<file path="config.mk">
export PLATFORM = sky130hd
export DESIGN_NAME = fetch_flat
export DESIGN_NICKNAME = d
export VERILOG_FILES = /design/src/rtl/fetch_pkg.sv /design/src/rtl/fetch_if.sv /design/src/rtl/fetch_fifo.sv /design/src/rtl/fetch.sv /design/src/flat_wrapper.sv
export SDC_FILE = /design/constraint.sdc
export NUM_CORES = 1
export LEC_CHECK = 0
export CELL_PAD_IN_SITES_DETAIL_PLACEMENT = 0
export CELL_PAD_IN_SITES_GLOBAL_PLACEMENT = 2
export CORE_ASPECT_RATIO = 0.9
export CORE_MARGIN = 2
export CORE_UTILIZATION = 36
export DETAILED_ROUTE_END_ITERATION = 12
export GPL_TIMING_DRIVEN = 0
export PLACE_DENSITY = 0.84
export SLEW_MARGIN = 20
export SYNTH_ARGS = -nofsm -noshare
export SYNTH_HDL_FRONTEND = slang
export SYNTH_SLANG_ARGS = --single-unit
</file>
<file path="constraint.sdc">
create_clock -name clk -period 6.1 [get_ports clk]
set_clock_uncertainty 0.15 [all_clocks]
set_input_delay 1.525 -clock clk [delete_from_list [all_inputs] [get_ports clk]]
set_output_delay 1.525 -clock clk [all_outputs]
set_load 0.05 [all_outputs]
</file>
<file path="src/rtl/fetch_pkg.sv">
// Shared types and constants for the instruction-fetch stage.
// The perf-counter ports of fetch are built only when FETCH_PERF_CNT_EN is defined.
package fetch_pkg;

    localparam int          F_TO_D_BUS_WD    = 64;
    localparam logic [31:0] RESET_PC_DEFAULT = 32'h8000_0000;

    // Layout of f_to_d_bus: pc in the upper word, instruction in the lower word.
    typedef struct packed {
        logic [31:0] pc;
        logic [31:0] inst;
    } f_to_d_t;

    function automatic logic [31:0] align_word(input logic [31:0] addr);
        return {addr[31:2], 2'b00};
    endfunction

endpackage

</file>
<file path="src/rtl/fetch_if.sv">
// Instruction-memory channel between fetch (master) and imem (slave).
// valid/ready: a request transfers on a cycle where req_valid and req_ready are both 1; responses have no backpressure and return in order.
interface fetch_if;

    logic        imem_req_valid_o;
    logic        imem_req_ready_i;
    logic [31:0] imem_req_addr_o;
    logic        imem_resp_valid_i;
    logic [31:0] imem_resp_inst_i;

    modport master (
        output imem_req_valid_o,
        output imem_req_addr_o,
        input  imem_req_ready_i,
        input  imem_resp_valid_i,
        input  imem_resp_inst_i
    );

    modport slave (
        input  imem_req_valid_o,
        input  imem_req_addr_o,
        output imem_req_ready_i,
        output imem_resp_valid_i,
        output imem_resp_inst_i
    );

endinterface

</file>
<file path="src/rtl/fetch_fifo.sv">
// Small power-of-two FIFO with synchronous clear; used for the response queue and the PC tag queue.
// Push while full is accepted only when a pop happens in the same cycle.
module fetch_fifo #(
    parameter int WIDTH = 32,
    parameter int DEPTH = 2
) (
    input  logic                     clk,
    input  logic                     rst,
    input  logic                     push_i,
    input  logic                     pop_i,
    input  logic                     clear_i,
    input  logic [WIDTH-1:0]         data_i,
    output logic                     full_o,
    output logic                     empty_o,
    output logic [$clog2(DEPTH):0]   count_o,
    output logic [WIDTH-1:0]         head_o
);

    localparam int AW = $clog2(DEPTH);

    logic [WIDTH-1:0] mem_q [DEPTH];
    logic [AW-1:0]    wr_ptr_q, wr_ptr_d;
    logic [AW-1:0]    rd_ptr_q, rd_ptr_d;
    logic [AW:0]      count_q, count_d;
    logic             do_push, do_pop;

    assign empty_o = (count_q == '0);
    assign full_o  = (count_q == (AW+1)'(DEPTH));
    assign do_pop  = pop_i && !empty_o;
    assign do_push = push_i && (!full_o || do_pop);
    assign count_o = count_q;
    assign head_o  = mem_q[rd_ptr_q];

    always_comb begin
        wr_ptr_d = wr_ptr_q;
        rd_ptr_d = rd_ptr_q;
        count_d  = count_q;
        if (clear_i) begin
            wr_ptr_d = '0;
            rd_ptr_d = '0;
            count_d  = '0;
        end else begin
            if (do_push) wr_ptr_d = wr_ptr_q + AW'(1);
            if (do_pop)  rd_ptr_d = rd_ptr_q + AW'(1);
            count_d = count_q + (AW+1)'(do_push) - (AW+1)'(do_pop);
        end
    end

    always_ff @(posedge clk or posedge rst) begin
        if (rst) begin
            wr_ptr_q <= '0;
            rd_ptr_q <= '0;
            count_q  <= '0;
        end else begin
            wr_ptr_q <= wr_ptr_d;
            rd_ptr_q <= rd_ptr_d;
            count_q  <= count_d;
        end
    end

    always_ff @(posedge clk) begin
        if (do_push && !clear_i) mem_q[wr_ptr_q] <= data_i;
    end

    a_no_overflow: assert property (@(posedge clk) disable iff (rst)
        !(push_i && !clear_i && full_o && !do_pop));

endmodule

</file>
<file path="src/rtl/fetch.sv">
// Instruction-fetch stage: owns the PC, issues imem requests, queues responses for decode, applies redirects.
// Define FETCH_PERF_CNT_EN to add the perf_fetch_cnt / perf_redirect_cnt counters.
module fetch
    import fetch_pkg::*;
#(
    parameter logic [31:0] RESET_PC   = RESET_PC_DEFAULT,
    parameter int          FIFO_DEPTH = 2
) (
    input  logic                     clk,
    input  logic                     reset,
    input  logic                     stall_fetch,
    input  logic                     bj_taken_i,
    input  logic [31:0]              bj_target_i,
    fetch_if.master                  imem,
    output logic                     current_valid_o,
    output logic [F_TO_D_BUS_WD-1:0] f_to_d_bus
`ifdef FETCH_PERF_CNT_EN
    ,
    output logic [31:0]              perf_fetch_cnt,
    output logic [31:0]              perf_redirect_cnt
`endif
);

    localparam int            CW      = $clog2(FIFO_DEPTH) + 1;
    localparam logic [CW-1:0] CNT_MAX = {CW{1'b1}};

    logic [31:0]   pc_q, pc_d;
    logic [CW-1:0] outst_q, outst_d, outst_resp;
    logic [CW-1:0] drop_q, drop_d;
    logic [CW:0]   used_slots;

    logic          pop, req_valid, req_fire, resp_valid, keep;
    logic          resp_full, resp_empty;
    logic [CW-1:0] resp_count;
    logic [63:0]   resp_head;
    f_to_d_t       resp_entry;
    logic          tag_full, tag_empty;
    logic [CW-1:0] tag_count;
    logic [31:0]   tag_head;

    assign pop        = current_valid_o && !stall_fetch && !bj_taken_i;
    // A slot freed by this cycle's pop can be reserved again in the same cycle.
    assign used_slots = {1'b0, outst_q} + {1'b0, resp_count} - {{CW{1'b0}}, pop};
    assign req_valid  = !reset && !bj_taken_i && (used_slots < (CW+1)'(FIFO_DEPTH));
    assign req_fire   = req_valid && imem.imem_req_ready_i;
    assign resp_valid = imem.imem_resp_valid_i;
    assign keep       = resp_valid && (drop_q == '0) && !bj_taken_i;

    assign imem.imem_req_valid_o = req_valid;
    assign imem.imem_req_addr_o  = pc_q;

    assign resp_entry.pc   = tag_head;
    assign resp_entry.inst = imem.imem_resp_inst_i;

    assign current_valid_o = !resp_empty;
    assign f_to_d_bus      = resp_empty ? '0 : resp_head;

    fetch_fifo #(.WIDTH(32), .DEPTH(FIFO_DEPTH)) u_tag_q (
        .clk     (clk),
        .rst     (reset),
        .push_i  (req_fire),
        .pop_i   (resp_valid),
        .clear_i (1'b0),
        .data_i  (pc_q),
        .full_o  (tag_full),
        .empty_o (tag_empty),
        .count_o (tag_count),
        .head_o  (tag_head)
    );

    fetch_fifo #(.WIDTH(F_TO_D_BUS_WD), .DEPTH(FIFO_DEPTH)) u_resp_q (
        .clk     (clk),
        .rst     (reset),
        .push_i  (keep),
        .pop_i   (pop),
        .clear_i (bj_taken_i),
        .data_i  (resp_entry),
        .full_o  (resp_full),
        .empty_o (resp_empty),
        .count_o (resp_count),
        .head_o  (resp_head)
    );

    always_comb begin
        outst_resp = outst_q;
        if (resp_valid && outst_q != '0) outst_resp = outst_q - CW'(1);
        outst_d = outst_resp;
        if (req_fire && outst_resp != CNT_MAX) outst_d = outst_resp + CW'(1);
        drop_d = drop_q;
        pc_d   = pc_q;
        if (bj_taken_i) begin
            // Every request still in flight is stale; this already covers any drops pending.
            drop_d = outst_resp;
            pc_d   = align_word(bj_target_i);
        end else begin
            if (resp_valid && drop_q != '0) drop_d = drop_q - CW'(1);
            if (req_fire) pc_d = pc_q + 32'd4;
        end
    end

    always_ff @(posedge clk or posedge reset) begin
        if (reset) begin
            pc_q    <= RESET_PC;
            outst_q <= '0;
            drop_q  <= '0;
        end else begin
            pc_q    <= pc_d;
            outst_q <= outst_d;
            drop_q  <= drop_d;
        end
    end

`ifdef FETCH_PERF_CNT_EN
    logic [31:0] perf_fetch_q, perf_redirect_q;

    always_ff @(posedge clk or posedge reset) begin
        if (reset) begin
            perf_fetch_q    <= '0;
            perf_redirect_q <= '0;
        end else begin
            if (pop)        perf_fetch_q    <= perf_fetch_q + 32'd1;
            if (bj_taken_i) perf_redirect_q <= perf_redirect_q + 32'd1;
        end
    end

    assign perf_fetch_cnt    = perf_fetch_q;
    assign perf_redirect_cnt = perf_redirect_q;
`endif

    a_resp_has_tag: assert property (@(posedge clk) disable iff (reset) resp_valid |-> !tag_empty);
    a_tag_tracks:   assert property (@(posedge clk) disable iff (reset) tag_count == outst_q);
    a_tag_room:     assert property (@(posedge clk) disable iff (reset) req_fire |-> !tag_full);
    a_resp_room:    assert property (@(posedge clk) disable iff (reset) (keep && resp_full) |-> pop);

endmodule
</file>
<file path="src/flat_wrapper.sv">
// flat-port wrapper written by rule: the top's interface ports become plain ports
module fetch_flat import fetch_pkg::*;
#(
    parameter logic [31:0] RESET_PC   = RESET_PC_DEFAULT,
    parameter int          FIFO_DEPTH = 2
)
  (clk, reset, stall_fetch, bj_taken_i, bj_target_i, current_valid_o, f_to_d_bus, imem_imem_req_valid_o, imem_imem_req_addr_o, imem_imem_req_ready_i, imem_imem_resp_valid_i, imem_imem_resp_inst_i);
  fetch_if imem_i ();
  input  logic clk;
  input  logic reset;
  input  logic stall_fetch;
  input  logic bj_taken_i;
  input  logic [31:0] bj_target_i;
  output logic current_valid_o;
  output logic [F_TO_D_BUS_WD-1:0] f_to_d_bus;
  output wire logic [$bits(imem_i.imem_req_valid_o)-1:0] imem_imem_req_valid_o;
  output wire logic [$bits(imem_i.imem_req_addr_o)-1:0] imem_imem_req_addr_o;
  input wire logic [$bits(imem_i.imem_req_ready_i)-1:0] imem_imem_req_ready_i;
  input wire logic [$bits(imem_i.imem_resp_valid_i)-1:0] imem_imem_resp_valid_i;
  input wire logic [$bits(imem_i.imem_resp_inst_i)-1:0] imem_imem_resp_inst_i;
  assign imem_imem_req_valid_o = imem_i.imem_req_valid_o;
  assign imem_imem_req_addr_o = imem_i.imem_req_addr_o;
  assign imem_i.imem_req_ready_i = imem_imem_req_ready_i;
  assign imem_i.imem_resp_valid_i = imem_imem_resp_valid_i;
  assign imem_i.imem_resp_inst_i = imem_imem_resp_inst_i;
  fetch #(.RESET_PC(RESET_PC), .FIFO_DEPTH(FIFO_DEPTH)) u_core (.clk(clk), .reset(reset), .stall_fetch(stall_fetch), .bj_taken_i(bj_taken_i), .bj_target_i(bj_target_i), .imem(imem_i), .current_valid_o(current_valid_o), .f_to_d_bus(f_to_d_bus));
endmodule
</file>
==> reports/results.ini, run 1 <==
[run_status]
outcome = completed

[drt]
vias = 5956
avgViaCountPerCell = 4.894
drcViolationCount = 0
ant_nets = 0
post_drt_wl_per_cell_um = 18.17
drt_pass1_iterations = 5
drt-initial-drc-count = 373
routed_wl_mm = 22.12

[pwr]
power_density_mw_per_mm2 = 401.9
ir_drop_mv = 0.2390
power_leakage_nw = 4.211
total_power_mw = 4.987

[global_routing]
grt_first_pass_wirelength_mm = 33.80
antenna_found_initial = 1
grt_pass1_vias = 5798
grt_use_total = 0.1616
grt_max_degree = 31
grt_overflow = 0

[floorplanning]
die-height_um = 157.2
dieArea_mm2 = 0.02737
row_count = 56
die_w_um = 174.2
core-area_mm2 = 0.02585
initial_core_util = 0.3629
ios = 168

[critical_path]
end_kind = primary output
slowest_delay_ns = 0.56
cp_cell_sequence = clkdlybuf4s50_1, nor3_1, ha_1, nand2b_1, fa_1, xnor2_1, nor3_1, dlygate4sd2_1
slowest_stage = dlygate4sd2_1
crit_top_cell = nor3_1
crit_path_start_kind = input pin
crit_start = stall_fetch
crit_arrival_ns = 4.13
crit_buf_inv = 2
crit_fanout = 4
crit_type = input pin to primary output
cp.required_ns = 4.43
reg2reg_from = u_core.u_resp_q.count_o[1]$_DFF_PP0_
cp_top_family = buffers and inverters

[flow_run]
maxCapViolations = 0

[timing]
finalHoldViolCount = 0
setup_tns_ns = 0
setup_violations = 0
tightest_slew_ns = 0.8320
fmax_ghz = 0.1722
min_period_over_period = 0.9522
min_period_ns = 5.809
drv_slew = 0
whs_ns = 0.3774
slew_headroom = 0.4454
setup_ws_ns = 0.2914
rsz0062_at_grt = false

[worst_hold_path]
min_path_type = register to register
hold_start = u_core.imem.imem_req_addr_o[23]$_DFFE_PP0P_

[clock_network]
cts_buffers = 25
cts_tree = built
ctsHtreeMaxLevel = 1
clock_sinks = 226
cts_buffer_depth = 3
clockRootBuffer = clkbuf_16
clkTransAtPathRegs_ns = 0.06
clk_latency_ns = 0.51
cts_hold_buf = 0

[layout]
diodes = 0
area_delta_synth_final_pct = 32.27
final_layout_size_suffix_gt1_frac = 0.1059
most-common-layout-cells = edfxtp_1 (184), clkdlybuf4s50_1 (158), nor2_1 (81)
mostFrequentLayoutCell = edfxtp_1
design_area_mm2 = 0.01241
final_util = 0.4800
nNetsFinal = 929
final_cells = 1217

[synth]
syn-cell-area_mm2 = 0.009383
synth-seq-cells = 226
synth.avg_cell_area_um2 = 14.35
async_flop_share = 0.1858
yosysWarnings = 0
synth_cells = 654
synthFlopType = edfxtp_1
synth.distinct_cells = 47
yosysSeqAreaShare = 0.7010
synth-edff-count = 184

[placement]
portBuffers = 159
dpl_cell_area_mm2 = 0.01160
dp_hpwl_mm = 15.04
place.gp.congestion = 0.7840
place_inst = 1171
post-place-ws_ns = -0.04691

-- cell usage after synthesis (all sizes together) (9+ instances only) --
cell type | n | area (um^2)
nand3 | 27 | 135.1
mux2 | 31 | 349.1
inv | 13 | 48.80
a31oi | 10 | 62.56
o211ai | 14 | 105.1
edfxtp | 184 | 5525
nand4 | 9 | 62.56
nor2 | 83 | 311.6
nand2 | 36 | 135.1
buf | 14 | 76.32
dfrtp | 41 | 1026
clkbuf | 25 | 95.09
mux2i | 63 | 630.6
o21ai | 20 | 100.1
-- power by group --
group / internal, mW / total [mW] / switching [mW] / leakage (nW)
registers: 1.89 / 2.00 / 0.110 / 2.18
clock network: 0.892 / 1.47 / 0.580 / 0.400
logic: 0.547 / 1.52 / 0.972 / 1.63
-- registers in the layout, summed over array words and instances (netlist names) --
| name | cells |
|---|---|
| u_core.u_resp_q.wr_ptr_q | 1 |
| u_core.u_tag_q.count_o | 2 |
| u_core.u_tag_q.mem_q | 60 |
| u_core.u_resp_q.rd_ptr_q | 1 |
| u_core.u_tag_q.wr_ptr_q | 1 |
| u_core.outst_q | 2 |
| u_core.imem.imem_req_addr_o | 30 |
| u_core.u_tag_q.rd_ptr_q | 1 |
| u_core.u_resp_q.mem_q | 124 |
| u_core.u_resp_q.count_o | 2 |
| u_core.drop_q | 2 |
-- what timing repair did --
item,4_1_cts,5_1_grt
setup buffers,0,0
resized for setup,1,0
endpoints found under the setup margin,1,0
hold endpoints to repair,0,0
-- area by class of cell --
cell class / count / area [um^2]
repair buffers: 166 / 1745
inverters: 13 / 48.80
flip-flops and latches: 226 / 6578
clock inverters: 8 / 97.59
well taps: 348 / 435.4
multi-input cells: 379 / 2620
plain buffers: 39 / 171.4
fillers: 2308 / 13440
clock buffers: 38 / 714.4
-- worst paths after layout --
path	to	slack [ns]	cells after the start
max	imem_imem_req_valid_o	0.29	8
min	u_core.u_tag_q.mem_q[1][23]$_DFFE_PP_	0.38	0
max reg2reg	u_core.u_tag_q.mem_q[0][6]$_DFFE_PP_	1.73	12
min reg2reg	u_core.u_tag_q.mem_q[1][23]$_DFFE_PP_	0.38	0
max in group asynchronous	u_core.imem.imem_req_addr_o[31]$_DFFE_PP1P_	4.09	3
min in group asynchronous	u_core.u_resp_q.count_o[1]$_DFF_PP0_	1.16	2
-- cell families after synthesis --
family	synth area share
simple gates	0.09601
buf+inv	0.02347
compound gates	0.05161
flops	0.7010
mux	0.1044
other cells	0.0003997
fa+ha+maj	0.01280
xor+xnor	0.01027
-- routing by layer --
| layer | vias up | track usage | wire, um |
|---|---|---|---|
| met5 | - | 0 | 9 |
| met4 | 2 | 0.04122 | 438 |
| met3 | 35 | 0.03502 | 1354 |
| met2 | 192 | 0.2641 | 10210 |
| met1 | 2875 | 0.2204 | 10100 |
| li1 | 2852 | - | - |
(Power assumes the default switching activity.)
==> run 2: changes to the inputs <==
- CORE_UTILIZATION: 36 -> 38
- CTS_BUF_LIST: not set -> sky130_fd_sc_hd__clkbuf_8
- PLACE_DENSITY: 0.84 -> 0.81
==> run 2 against run 1 <==
Net effect:
- non-clock buffer count grew 1
- first-iteration DRC count grew 5.6%
- cell count shrank 1.6%
- critical path type unchanged
==> reports/results.ini, run 2 (same netlist as run 1, synthesis figures left out) <==
[clock_network]
clk_latency_ns = 0.51
clock_sinks = 226
cts_hold_buf = 0
cts_tree = built
cts_buffers = 40
cts_buffer_depth = 3
ctsHtreeMaxLevel = 2
post_cts_buffers = 0
cts_resized = 1
clockRootBuffer = clkbuf_8
clkTransAtPathRegs_ns = 0.05

[pwr]
power_leakage_nw = 4.233
ir_drop_mv = 0.1521
power_density_mw_per_mm2 = 383.2

[drt]
routed_wl_mm = 22.37
drt_pass1_iterations = 5
drt-initial-drc-count = 394
avgViaCountPerCell = 5.096
vias = 6105
drcViolationCount = 0
ant_nets = 0
post_drt_wl_per_cell_um = 18.68

[placement]
post-place-ws_ns = -0.005858
portBuffers = 159
dpl_cell_area_mm2 = 0.01161
dp_hpwl_mm = 15.93
place.gp.congestion = 0.7947

[layout]
most-common-layout-cells = edfxtp_1 (184), clkdlybuf4s50_1 (158), nor2_1 (81)
largest_register_ff_count = 124
area_delta_synth_final_pct = 30.78
multi_input_area_mm2 = 0.002620
diodes = 0
final_util = 0.5059
final_layout_size_suffix_gt1_frac = 0.1124
n_fill_cell = 2117
nNetsFinal = 945
mostFrequentLayoutCell = edfxtp_1
seqCellArea_mm2 = 0.006578
top_register = u_core.u_resp_q.mem_q
design_area_mm2 = 0.01227

[critical_path]
end_kind = primary output
crit_fanout = 4
slowest_delay_ns = 0.55
cp.required_ns = 4.43
cp_cell_sequence = clkdlybuf4s50_1, nor3_1, ha_1, nand2b_1, fa_1, xnor2_1, nor3_1, dlygate4sd2_1
cp_top_family = buffers and inverters
slowest_stage = dlygate4sd2_1
crit_path_start_kind = input pin
crit_arrival_ns = 4.13
crit_type = input pin to primary output
crit_top_cell = nor3_1
crit_buf_inv = 2

[timing]
slew_headroom = 0.3072
tightest_slew_ns = 1.025
min_period_over_period = 0.9520
setup_tns_ns = 0
min_period_ns = 5.807
setup_ws_ns = 0.2926
drv_slew = 0
setup_violations = 0
fmax_ghz = 0.1722
finalHoldViolCount = 0
rsz0062_at_grt = false

[floorplanning]
ios = 168
die_w_um = 169.6
dieArea_mm2 = 0.02597
initial_core_util = 0.3868
row_count = 54
die-height_um = 153.1
core-area_mm2 = 0.02426

[global_routing]
grt_pass1_vias = 6286
grt_overflow = 0
grt_use_total = 0.1724
antenna_found_initial = 0
grt_first_pass_wirelength_mm = 34.71
grt_max_degree = 31

[run_status]
outcome = completed

[flow_run]
maxCapViolations = 0

[worst_hold_path]
min_path_type = register to register

[run 2: worst register-to-register path, stage by stage, from the launching register on]
cell and delay (ns):
dfrtp_1 0.42, nor2_1 0.27, nor3_1 0.13, ha_1 0.29
nand2b_1 0.15, fa_1 0.38, xnor2_1 0.16, or4b_1 0.53
clkbuf_1 0.23, clkbuf_1 0.31, a21oi_1 0.31, and2_2 0.70
[run 2: power breakdown]
part	internal, mW	switching, mW	leakage (nW)
sequential	1.89	0.113	2.18
combinational	0.555	0.972	1.65
clock	0.615	0.559	0.397
[run 2: area by class of cell]
| class | instances | area share |
|---|---|---|
| plain buffers | 39 | 0.01397 |
| clock buffers | 41 | 0.04599 |
| clock inverters | 25 | 0.008157 |
| inverters | 13 | 0.003977 |
| multi-input cells | 379 | 0.2135 |
| flip-flops and latches | 226 | 0.5360 |
| well taps | 308 | 0.03141 |
| repair buffers | 167 | 0.1469 |
[run 2: routing by layer]
metal	routed length (um)	share of wire	GRT usage	vias to the layer above
li1	-	-	-	2871
met1	9441	0.42	0.2200	2958
met2	10710	0.48	0.2890	226
met3	1671	0.075	0.04324	50
met4	546	0.024	0.05535	0
met5	0	0	0	-
[run 2: through the flow]
stage                     cells  hold WS [ns]  power (mW)
after floorplan             657        0.3055       3.027
after global placement     1124        0.3183       3.507
after detailed placement   1132        0.3610       3.572
after CTS                  1198        0.3794       4.766
after global routing       1198        0.4068       4.952
final                      1198        0.3708       4.702
[run 2: worst paths after layout]
path,startpoint,endpoint,slack (ns),cells after the start
worst min-delay path,u_core.imem.imem_req_addr_o[23]$_DFFE_PP0P_,u_core.u_tag_q.mem_q[0][23]$_DFFE_PP_,0.37,0
worst max register to register,u_core.u_resp_q.count_o[1]$_DFF_PP0_,u_core.u_tag_q.mem_q[1][30]$_DFFE_PP_,1.69,11
min in group asynchronous,reset,u_core.imem.imem_req_addr_o[17]$_DFFE_PP0P_,1.24,2
worst min register to register,u_core.imem.imem_req_addr_o[23]$_DFFE_PP0P_,u_core.u_tag_q.mem_q[0][23]$_DFFE_PP_,0.37,0
max in group asynchronous,reset,u_core.imem.imem_req_addr_o[16]$_DFFE_PP0P_,4.06,3
worst max-delay path,stall_fetch,imem_imem_req_valid_o,0.29,8
==> run 3: changes to the inputs <==
- CTS_CLUSTER_SIZE: not set -> 24
==> results of run 3 <==
Same layout as run 2: the final DEF is identical, and so are final timing and power.
